<file path="config.mk">
export PLATFORM = sky130hd
export DESIGN_NAME = ldl_round_wrr
export DESIGN_NICKNAME = d
export VERILOG_FILES = /design/src/rtl/ldl_round_pkg.sv /design/src/rtl/ldl_round_pick.sv /design/src/rtl/ldl_round_wrr.sv
export SDC_FILE = /design/constraint.sdc
export NUM_CORES = 1
export LEC_CHECK = 0
export CORE_ASPECT_RATIO = 0.5
export CORE_MARGIN = 2
export CORE_UTILIZATION = 40
export CTS_CLUSTER_DIAMETER = 40
export DETAILED_ROUTE_END_ITERATION = 8
export PLACE_DENSITY = 0.64
export SYNTH_ARGS = -nofsm -noshare
export SYNTH_HDL_FRONTEND = slang
export SYNTH_SLANG_ARGS = --single-unit
</file>
<file path="constraint.sdc">
create_clock -name clk -period 5.5 [get_ports clk]
set_clock_uncertainty 0.05 [all_clocks]
set_input_delay 0.55 -clock clk [delete_from_list [all_inputs] [get_ports clk]]
set_output_delay 0.55 -clock clk [all_outputs]
set_load 0.03 [all_outputs]
</file>
<file path="src/rtl/ldl_round_pkg.sv">
// ldl_round_pkg: shared types and constants for the round arbiter family.
// Holds the two-state arbiter FSM encoding and the value that stands in
// for a programmed weight of zero.

package ldl_round_pkg;

    typedef enum logic {
        IDLE = 1'b0,
        BUSY = 1'b1
    } state_t;

    // A weight of zero still grants one packet per turn
    localparam int WEIGHT_ZERO_SUB = 1;

endpackage

</file>
<file path="src/rtl/ldl_round_pick.sv">
// ldl_round_pick: combinational rotating first-one finder.
// Scans req upward starting at ptr, wrapping modulo REQ_WIDTH, and returns
// the first set position as one-hot and binary, plus an any-request flag.
// Shared by the round arbiters.

module ldl_round_pick
    import ldl_round_pkg::*;
#(
    parameter int BIN_WIDTH = 3,
    parameter int REQ_WIDTH = 1 << BIN_WIDTH
) (
    input  logic [REQ_WIDTH-1:0] req,
    input  logic [BIN_WIDTH-1:0] ptr,
    output logic [REQ_WIDTH-1:0] hot,
    output logic [BIN_WIDTH-1:0] bin,
    output logic                 any
);

    logic [BIN_WIDTH-1:0] idx;

    // Walk positions ptr, ptr+1, ... and keep the first requester seen
    always_comb begin
        hot = '0;
        bin = '0;
        any = 1'b0;
        idx = '0;
        for (int i = 0; i < REQ_WIDTH; i++) begin
            idx = ptr + BIN_WIDTH'(i);
            if (!any && req[idx]) begin
                any = 1'b1;
                bin = idx;
            end
        end
        if (any) begin
            hot[bin] = 1'b1;
        end
    end

endmodule

</file>
<file path="src/rtl/ldl_round_wrr.sv">
// ldl_round_wrr: weighted round-robin packet arbiter.
// Holds the grant for a whole packet and lets a requester keep it for up to
// its weight of consecutive packets before the pointer moves on.
// Optional macro LDL_ROUND_WRR_NOBUBBLE_EN: re-pick in the end-of-turn cycle
// so the next grant follows without an idle bubble.

module ldl_round_wrr
    import ldl_round_pkg::*;
#(
    parameter int BIN_WIDTH = 3,
    parameter int REQ_WIDTH = 1 << BIN_WIDTH,
    parameter int WGT_WIDTH = 4
) (
    input  logic                                clk,
    input  logic                                rst_n,
    input  logic [REQ_WIDTH-1:0]                req,
    input  logic [REQ_WIDTH-1:0][WGT_WIDTH-1:0] weight,
    input  logic                                last,
    input  logic                                ready,
    output logic [REQ_WIDTH-1:0]                hot,
    output logic [BIN_WIDTH-1:0]                bin,
    output logic                                valid
);

    state_t               state;
    state_t               state_nxt;
    logic [BIN_WIDTH-1:0] ptr;
    logic [BIN_WIDTH-1:0] ptr_nxt;
    logic [WGT_WIDTH-1:0] cnt;
    logic [WGT_WIDTH-1:0] cnt_nxt;
    logic [REQ_WIDTH-1:0] hot_nxt;
    logic [BIN_WIDTH-1:0] bin_nxt;
    logic                 valid_nxt;

    logic [BIN_WIDTH-1:0] pick_ptr;
    logic [REQ_WIDTH-1:0] pick_hot;
    logic [BIN_WIDTH-1:0] pick_bin;
    logic                 pick_any;
    logic [WGT_WIDTH-1:0] load_cnt;
    logic                 beat_last;
    logic                 keep_turn;

    // While busy the picker already looks from the slot after the holder,
    // which is exactly where the pointer lands at end of turn
    assign pick_ptr  = (state == BUSY) ? bin + BIN_WIDTH'(1) : ptr;
    assign load_cnt  = (weight[pick_bin] == '0) ? WGT_WIDTH'(WEIGHT_ZERO_SUB)
                                                : weight[pick_bin];
    assign beat_last = valid && ready && last;
    assign keep_turn = (cnt > WGT_WIDTH'(1)) && req[bin];

    ldl_round_pick #(
        .BIN_WIDTH (BIN_WIDTH),
        .REQ_WIDTH (REQ_WIDTH)
    ) u_pick (
        .req (req),
        .ptr (pick_ptr),
        .hot (pick_hot),
        .bin (pick_bin),
        .any (pick_any)
    );

    // Next-state: grant in IDLE, spend credit or end the turn on the last beat
    always_comb begin
        state_nxt = state;
        ptr_nxt   = ptr;
        cnt_nxt   = cnt;
        hot_nxt   = hot;
        bin_nxt   = bin;
        valid_nxt = valid;
        case (state)
            IDLE: begin
                if (pick_any) begin
                    state_nxt = BUSY;
                    hot_nxt   = pick_hot;
                    bin_nxt   = pick_bin;
                    cnt_nxt   = load_cnt;
                    valid_nxt = 1'b1;
                end
            end
            BUSY: begin
                if (beat_last) begin
                    if (keep_turn) begin
                        cnt_nxt = cnt - WGT_WIDTH'(1);
                    end else begin
                        ptr_nxt = bin + BIN_WIDTH'(1);
`ifdef LDL_ROUND_WRR_NOBUBBLE_EN
                        if (pick_any) begin
                            hot_nxt   = pick_hot;
                            bin_nxt   = pick_bin;
                            cnt_nxt   = load_cnt;
                        end else begin
                            state_nxt = IDLE;
                            hot_nxt   = '0;
                            valid_nxt = 1'b0;
                        end
`else
                        state_nxt = IDLE;
                        hot_nxt   = '0;
                        valid_nxt = 1'b0;
`endif
                    end
                end
            end
            default: begin
                state_nxt = IDLE;
                hot_nxt   = '0;
                valid_nxt = 1'b0;
            end
        endcase
    end

    // State and registered grant outputs; reset aborts any packet in flight
    always_ff @(posedge clk or negedge rst_n) begin
        if (!rst_n) begin
            state <= IDLE;
            ptr   <= '0;
            cnt   <= '0;
            hot   <= '0;
            bin   <= '0;
            valid <= 1'b0;
        end else begin
            state <= state_nxt;
            ptr   <= ptr_nxt;
            cnt   <= cnt_nxt;
            hot   <= hot_nxt;
            bin   <= bin_nxt;
            valid <= valid_nxt;
        end
    end

endmodule

</file>
==> run_results.csv, run 1 <==
group,metric,value,unit
timing,slew_viol_final,0,
yosys,synth.top_cell.area_share,20.73,%
floorplan,dieArea,6712,um^2
route,dr_wl_met2,3.092,mm
route,drt_pass1_iterations,5,
clock_tree,clock_path_buffers,2,
outcome,outcome,"completed",
final_layout,utilization,54.18,%
clock_tree,postCtsSetupBuffers,0,
min_path,worstHoldEndpoint,"hot[6]",
timing,fin_crit_sh,85.57,%
timing,fin_crit,4707,ps
worst_setup_path,r2r_cells,12,
timing,rsz0062_at_grt,"no",
clock_tree,htree_levels,1,
timing,holdWs,442.8,ps
route,drc,0,
clock_tree,clock_latency,250,ps
route,drt_iter0_drc,184,
worst_setup_path,worstPathMaxFanout,15,
route,via_count,2301,
yosys,synth_flop_cell,"dfrtp_1",
clock_tree,cts_inserted_buffers,3,
worst_setup_path,r2r_slack,790,ps
floorplan,die_w,113.9,um
worst_setup_path,r2r_end,"cnt[3]",
final_layout,fin_nets,361,
timing,setup_violations,0,
clock_tree,cts.sinks,20,
worst_setup_path,worstPathBufferInverterCount,1,
yosys,syn_inst,263,
yosys,ys_ff_latch,20,
grt,grt_usage,20.35,%
route,wl,6.642,mm
worst_setup_path,cp-end-kind,"flop",
clock_tree,holdBufCountCts,0,
worst_setup_path,slowest_delay,570,ps
yosys,ys_top_cells_by_area,"dfrtp_1, mux2i_1, mux4_2",
route,wire_per_inst,17.30,um
yosys,ys_seq_area_share,20.73,%
floorplan,core-area,5658,um^2
worst_setup_path,path_cells,"ha_1 > a21o_1 > inv_2 > ha_1 > a21boi_0 > mux2i_4 > and2_1 > o221ai_1 > o22a_1 > mux2_2 > o221a_1 > o221a_2",
floorplan,die_h,58.94,um
yosys,synth_area_per_cell,9.182,um^2
worst_setup_path,crit_family,"compound AO/OA/AOI/OAI gates",
placement,hpwl,5.332,mm
floorplan,placement_rows,19,
min_path,hold_depth,2,
timing,max_slew_margin,42.44,%
clock_tree,clock-root-buffer,"clkbuf_16",
route,final_antenna_net_count,0,
placement,gp_congestion,0.9726,
worst_setup_path,path_class,"reg2reg",
job,drv_cap,0,
yosys,synth_top_cell_by_area,"dfrtp_1",
route,dr_wl_met3,392,um
grt,antenna_found_initial,0,
placement,port_buffers,55,
worst_setup_path,critPathArrivalTime,4790,ps
yosys,synthesis.area,2415,um^2
grt,grt_pass1_vias,2272,
timing,max_freq,212.5,MHz
worst_setup_path,start_kind,"flop",
timing,worstMarginPinSlew,860.7,ps
worst_setup_path,slowest_stage,"o22a_1",
final_layout,areaGrowthSynthToFinish,26.94,%
timing,hold_viol_final,0,
min_path,hold_start,"hot[6]",
clock_tree,cts_resized,0,
timing,finalSetupTns,0,ps
route,wl_met1,3.140,mm
floorplan,pin_count,56,
final_layout,drive_gt1_share,13.50,%
final_layout,num-fill-cells,532,
grt,grt_pass1_wl,11.05,mm
yosys,yosys_warnings,0,
route,routed.top_layer,"met4",
yosys,synth_edf_count,0,
min_path,min_path_type,"reg2reg",
final_layout,antennaDiodeCount,0,
route,vias_per_cell,5.992,
grt,grt_overflow,0,
clock_tree,cts_tree,"built",
worst_setup_path,reg2reg_from,"bin[0]",
yosys,async_flop_share,100.0,%
floorplan,initial_core_util,42.68,%
worst_setup_path,crit_required,5580,ps
yosys,syn-num-nets,312,
clock_tree,path_clk_slew,50,ps
yosys,ys_types,73,
grt,grt_max_degree,21,
worst_setup_path,cpMostUsedCell,"ha_1",
==> cells in the mapped netlist (3+ instances only) <==
cell / number
buf_6: 3
dfrtp_1: 20
nor2_1: 13
a22oi_1: 3
nor2b_1: 6
mux2i_4: 3
mux2_2: 5
and2_1: 8
nand3_1: 17
nand3b_1: 3
ha_1: 5
a22o_1: 6
nand2_1: 17
o21ai_1: 6
mux4_2: 5
a21boi_0: 4
nor3_1: 6
a21o_1: 3
clkbuf_1: 3
buf_2: 6
xnor2_2: 3
inv_1: 6
o21a_1: 5
a2bb2oi_1: 3
a211oi_1: 3
a21oi_1: 9
o21ai_0: 11
and3_1: 4
mux2i_1: 20
a31oi_1: 3
==> worst max path at each step <==
| stage | start | to | slack, ps | cells past startpoint |
|---|---|---|---|---|
| after floorplan | bin[1] | cnt[0] | 1420 | 14 |
| after global placement | bin[0] | cnt[3] | 950 | 12 |
| after detailed placement | bin[0] | cnt[3] | 840 | 13 |
| after CTS | bin[0] | cnt[0] | 830 | 14 |
| after global routing | bin[0] | cnt[0] | 390 | 14 |
| final | bin[0] | cnt[3] | 790 | 12 |
==> routing by layer <==
metal / vias to the layer above / GRT usage [%]
met4: 0 / 2.613
met1: 1102 / 28.05
met5: - / 0
met2: 86 / 34.99
li1: 1111 / -
met3: 2 / 3.708
==> cell type report <==
class	instances	area, um^2	share of cell area (%)
Multi-Input combinational cell	221	1778	58.00
Tap cell	73	91.34	2.980
Clock buffer	4	88.84	2.898
Sequential cell	20	500.5	16.33
Timing Repair Buffer	59	580.6	18.94
Inverter	7	26.28	0.8571
==> logic make-up after synthesis <==
logic type / share of synthesized area, %
compound gates: 27.05
xor+xnor: 3.886
buf+inv: 5.647
mux: 20.67
fa+ha+maj: 2.591
simple gates: 19.43
flops: 20.73
==> registers in the layout, summed over array words and instances (netlist names) <==
| signal | count |
|---|---|
| valid | 1 |
| cnt | 4 |
| hot | 8 |
| state | 1 |
| ptr | 3 |
| bin | 3 |
==> worst register-to-register path, stage by stage (launching register included) <==
cell and delay [ps]:
dfrtp_1 500, ha_1 410, a21o_1 470, inv_2 190
ha_1 470, a21boi_0 400, mux2i_4 170, and2_1 190
o221ai_1 250, o22a_1 570, mux2_2 400, o221a_1 250
o221a_2 270
==> cell usage in the layout (no fill, tap or decap), types with 8 or more instances in the layout <==
master,count
a21oi_1,9
and2_1,8
clkdlybuf4s50_1,55
dfrtp_1,20
mux2i_1,20
nand2_1,17
nand3_1,17
nor2_1,13
o21ai_0,11
==> stage by stage <==
| step | cells | setup slack [ps] | instance area (um^2) |
|---|---|---|---|
| after global placement | 380 | 954.5 | 2977 |
| final | 384 | 793.5 | 3065 |
| after CTS | 384 | 828.5 | 3065 |
| after detailed placement | 380 | 840.7 | 2977 |
| after floorplan | 263 | 1421 | 2415 |
| after global routing | 384 | 394.6 | 3065 |
Power of run 1 is not shown: default switching activity piles up to over one toggle a cycle in this logic, so the estimate is an artifact.
==> run 2, diff against run 1 <==
Settings changed: CTS_CLUSTER_SIZE from default to 28.
==> results of run 2 <==
The final DEF is identical to that of run 1; final timing and power are the same.
Power of run 2 is left out for the same reason.
==> run 3, diff against run 2 <==
Settings changed: CORE_MARGIN 2 to default.
==> run_results.csv, run 3 (synthesized netlist as in run 1, its figures left out) <==
group,metric,value,unit
route,via_count,2332,
route,wire_per_inst,17.37,um
final_layout,largest_register_ffs,8,
clock_tree,cts_inserted_buffers,3,
clock_tree,cts.sinks,20,
clock_tree,postCtsSetupBuffers,0,
timing,setup_violations,0,
final_layout,antennaDiodeCount,0,
placement,postPlaceCellArea,2977,um^2
timing,rsz0062_at_grt,"no",
timing,fin_crit_sh,85.75,%
final_layout,areaGrowthSynthToFinish,26.94,%
grt,grt_overflow,0,
final_layout,drive_gt1_share,13.50,%
outcome,outcome,"completed",
worst_setup_path,crit_required,5600,ps
placement,hpwl,5.336,mm
route,drt_pass1_iterations,5,
clock_tree,clock_latency,250,ps
clock_tree,clock-root-buffer,"clkbuf_16",
placement,gp_congestion,0.9100,
clock_tree,cts_resized,0,
timing,finalSetupTns,0,ps
timing,worstMarginPinSlew,838.6,ps
timing,max_slew_margin,43.92,%
clock_tree,holdBufCountCts,0,
worst_setup_path,start_kind,"flop",
clock_tree,htree_levels,1,
worst_setup_path,path_cells,"ha_1 > a21o_1 > inv_2 > ha_1 > a21boi_0 > mux2i_4 > and2_1 > o221ai_1 > o22a_1 > buf_4 > mux2i_1 > nand3b_1 > o211a_1 > o311ai_1",
worst_setup_path,worstPathMaxFanout,15,
placement,port_buffers,55,
worst_setup_path,r2r_slack,780,ps
final_layout,final_cell_mix,"clkdlybuf4s50_1, mux2i_1, dfrtp_1",
grt,grt_pass1_vias,2228,
timing,fin_crit,4716,ps
clock_tree,path_clk_slew,50,ps
floorplan,pin_count,56,
final_layout,fin_area,3065,um^2
route,drc,0,
worst_setup_path,slowest_delay,590,ps
grt,antenna_found_initial,0,
floorplan,placement_rows,19,
min_path,min_path_type,"reg2reg",
final_layout,utilization,54.18,%
worst_setup_path,cpMostUsedCell,"ha_1",
floorplan,core-area,5658,um^2
clock_tree,clock_path_buffers,2,
route,wl,6.671,mm
floorplan,dieArea,6370,um^2
worst_setup_path,cp-end-kind,"flop",
final_layout,layout_commonest_cell,"clkdlybuf4s50_1",
floorplan,initial_core_util,42.68,%
route,vias_per_cell,6.073,
worst_setup_path,critPathArrivalTime,4810,ps
route,drt_iter0_drc,188,
final_layout,fin_nets,361,
clock_tree,cts_tree,"built",
floorplan,die_h,56.94,um
timing,holdWs,457.2,ps
grt,grt_usage,21.25,%
final_layout,largest_register,"hot",
timing,hold_viol_final,0,
timing,max_freq,212.0,MHz
grt,grt_pass1_wl,10.90,mm
route,final_antenna_net_count,0,
grt,grt_max_degree,21,
floorplan,die_w,111.9,um
worst_setup_path,slowest_stage,"o22a_1",
worst_setup_path,path_class,"reg2reg",
timing,slew_viol_final,0,
final_layout,reg_top3,"hot (8), cnt (4)",
job,drv_cap,0,
run 3: critical path: cells and delay by family (launching register included):
kind | cells | cell delay (ps)
AND/OR/NAND/NOR | 2 | 310
multiplexers | 2 | 350
buffers and inverters | 2 | 440
adder cells (fa/ha/maj) | 2 | 880
flip-flops | 1 | 500
AO/OA/AOI/OAI | 6 | 2090
run 3: layer usage:
metal	vias up	track usage, %	part of all wire [%]
met2	97	35.40	46
met4	0	3.089	0.19
met3	2	2.338	5.5
met5	-	0	0
li1	1111	-	-
met1	1122	30.67	48
run 3: area by class of cell:
type | instances | area, um^2
tap | 73 | 91.34
timing repair buffer | 59 | 580.6
multi-input combinational | 221 | 1778
inverter | 7 | 26.28
sequential | 20 | 500.5
fill | 538 | 2592
clock buffer | 4 | 88.84
run 3: path summary, 6_finish.rpt:
path                             start      to  cells after the start
worst max-delay path            bin[0]  cnt[0]                     14
worst min-delay path            hot[7]  hot[7]                      2
worst max register to register  bin[0]  cnt[0]                     14
worst min register to register  hot[7]  hot[7]                      2
max in group asynchronous        rst_n  bin[0]                      1
min in group asynchronous        rst_n  hot[4]                      1
run 3: stage by stage:
| step | std cells | setup slack, ps |
|---|---|---|
| after global placement | 380 | 959.1 |
| after CTS | 384 | 811.4 |
| final | 384 | 783.9 |
| after detailed placement | 380 | 836.2 |
| after global routing | 384 | 400.9 |
| after floorplan | 263 | 1421 |
Power of run 3 is left out for the same reason.
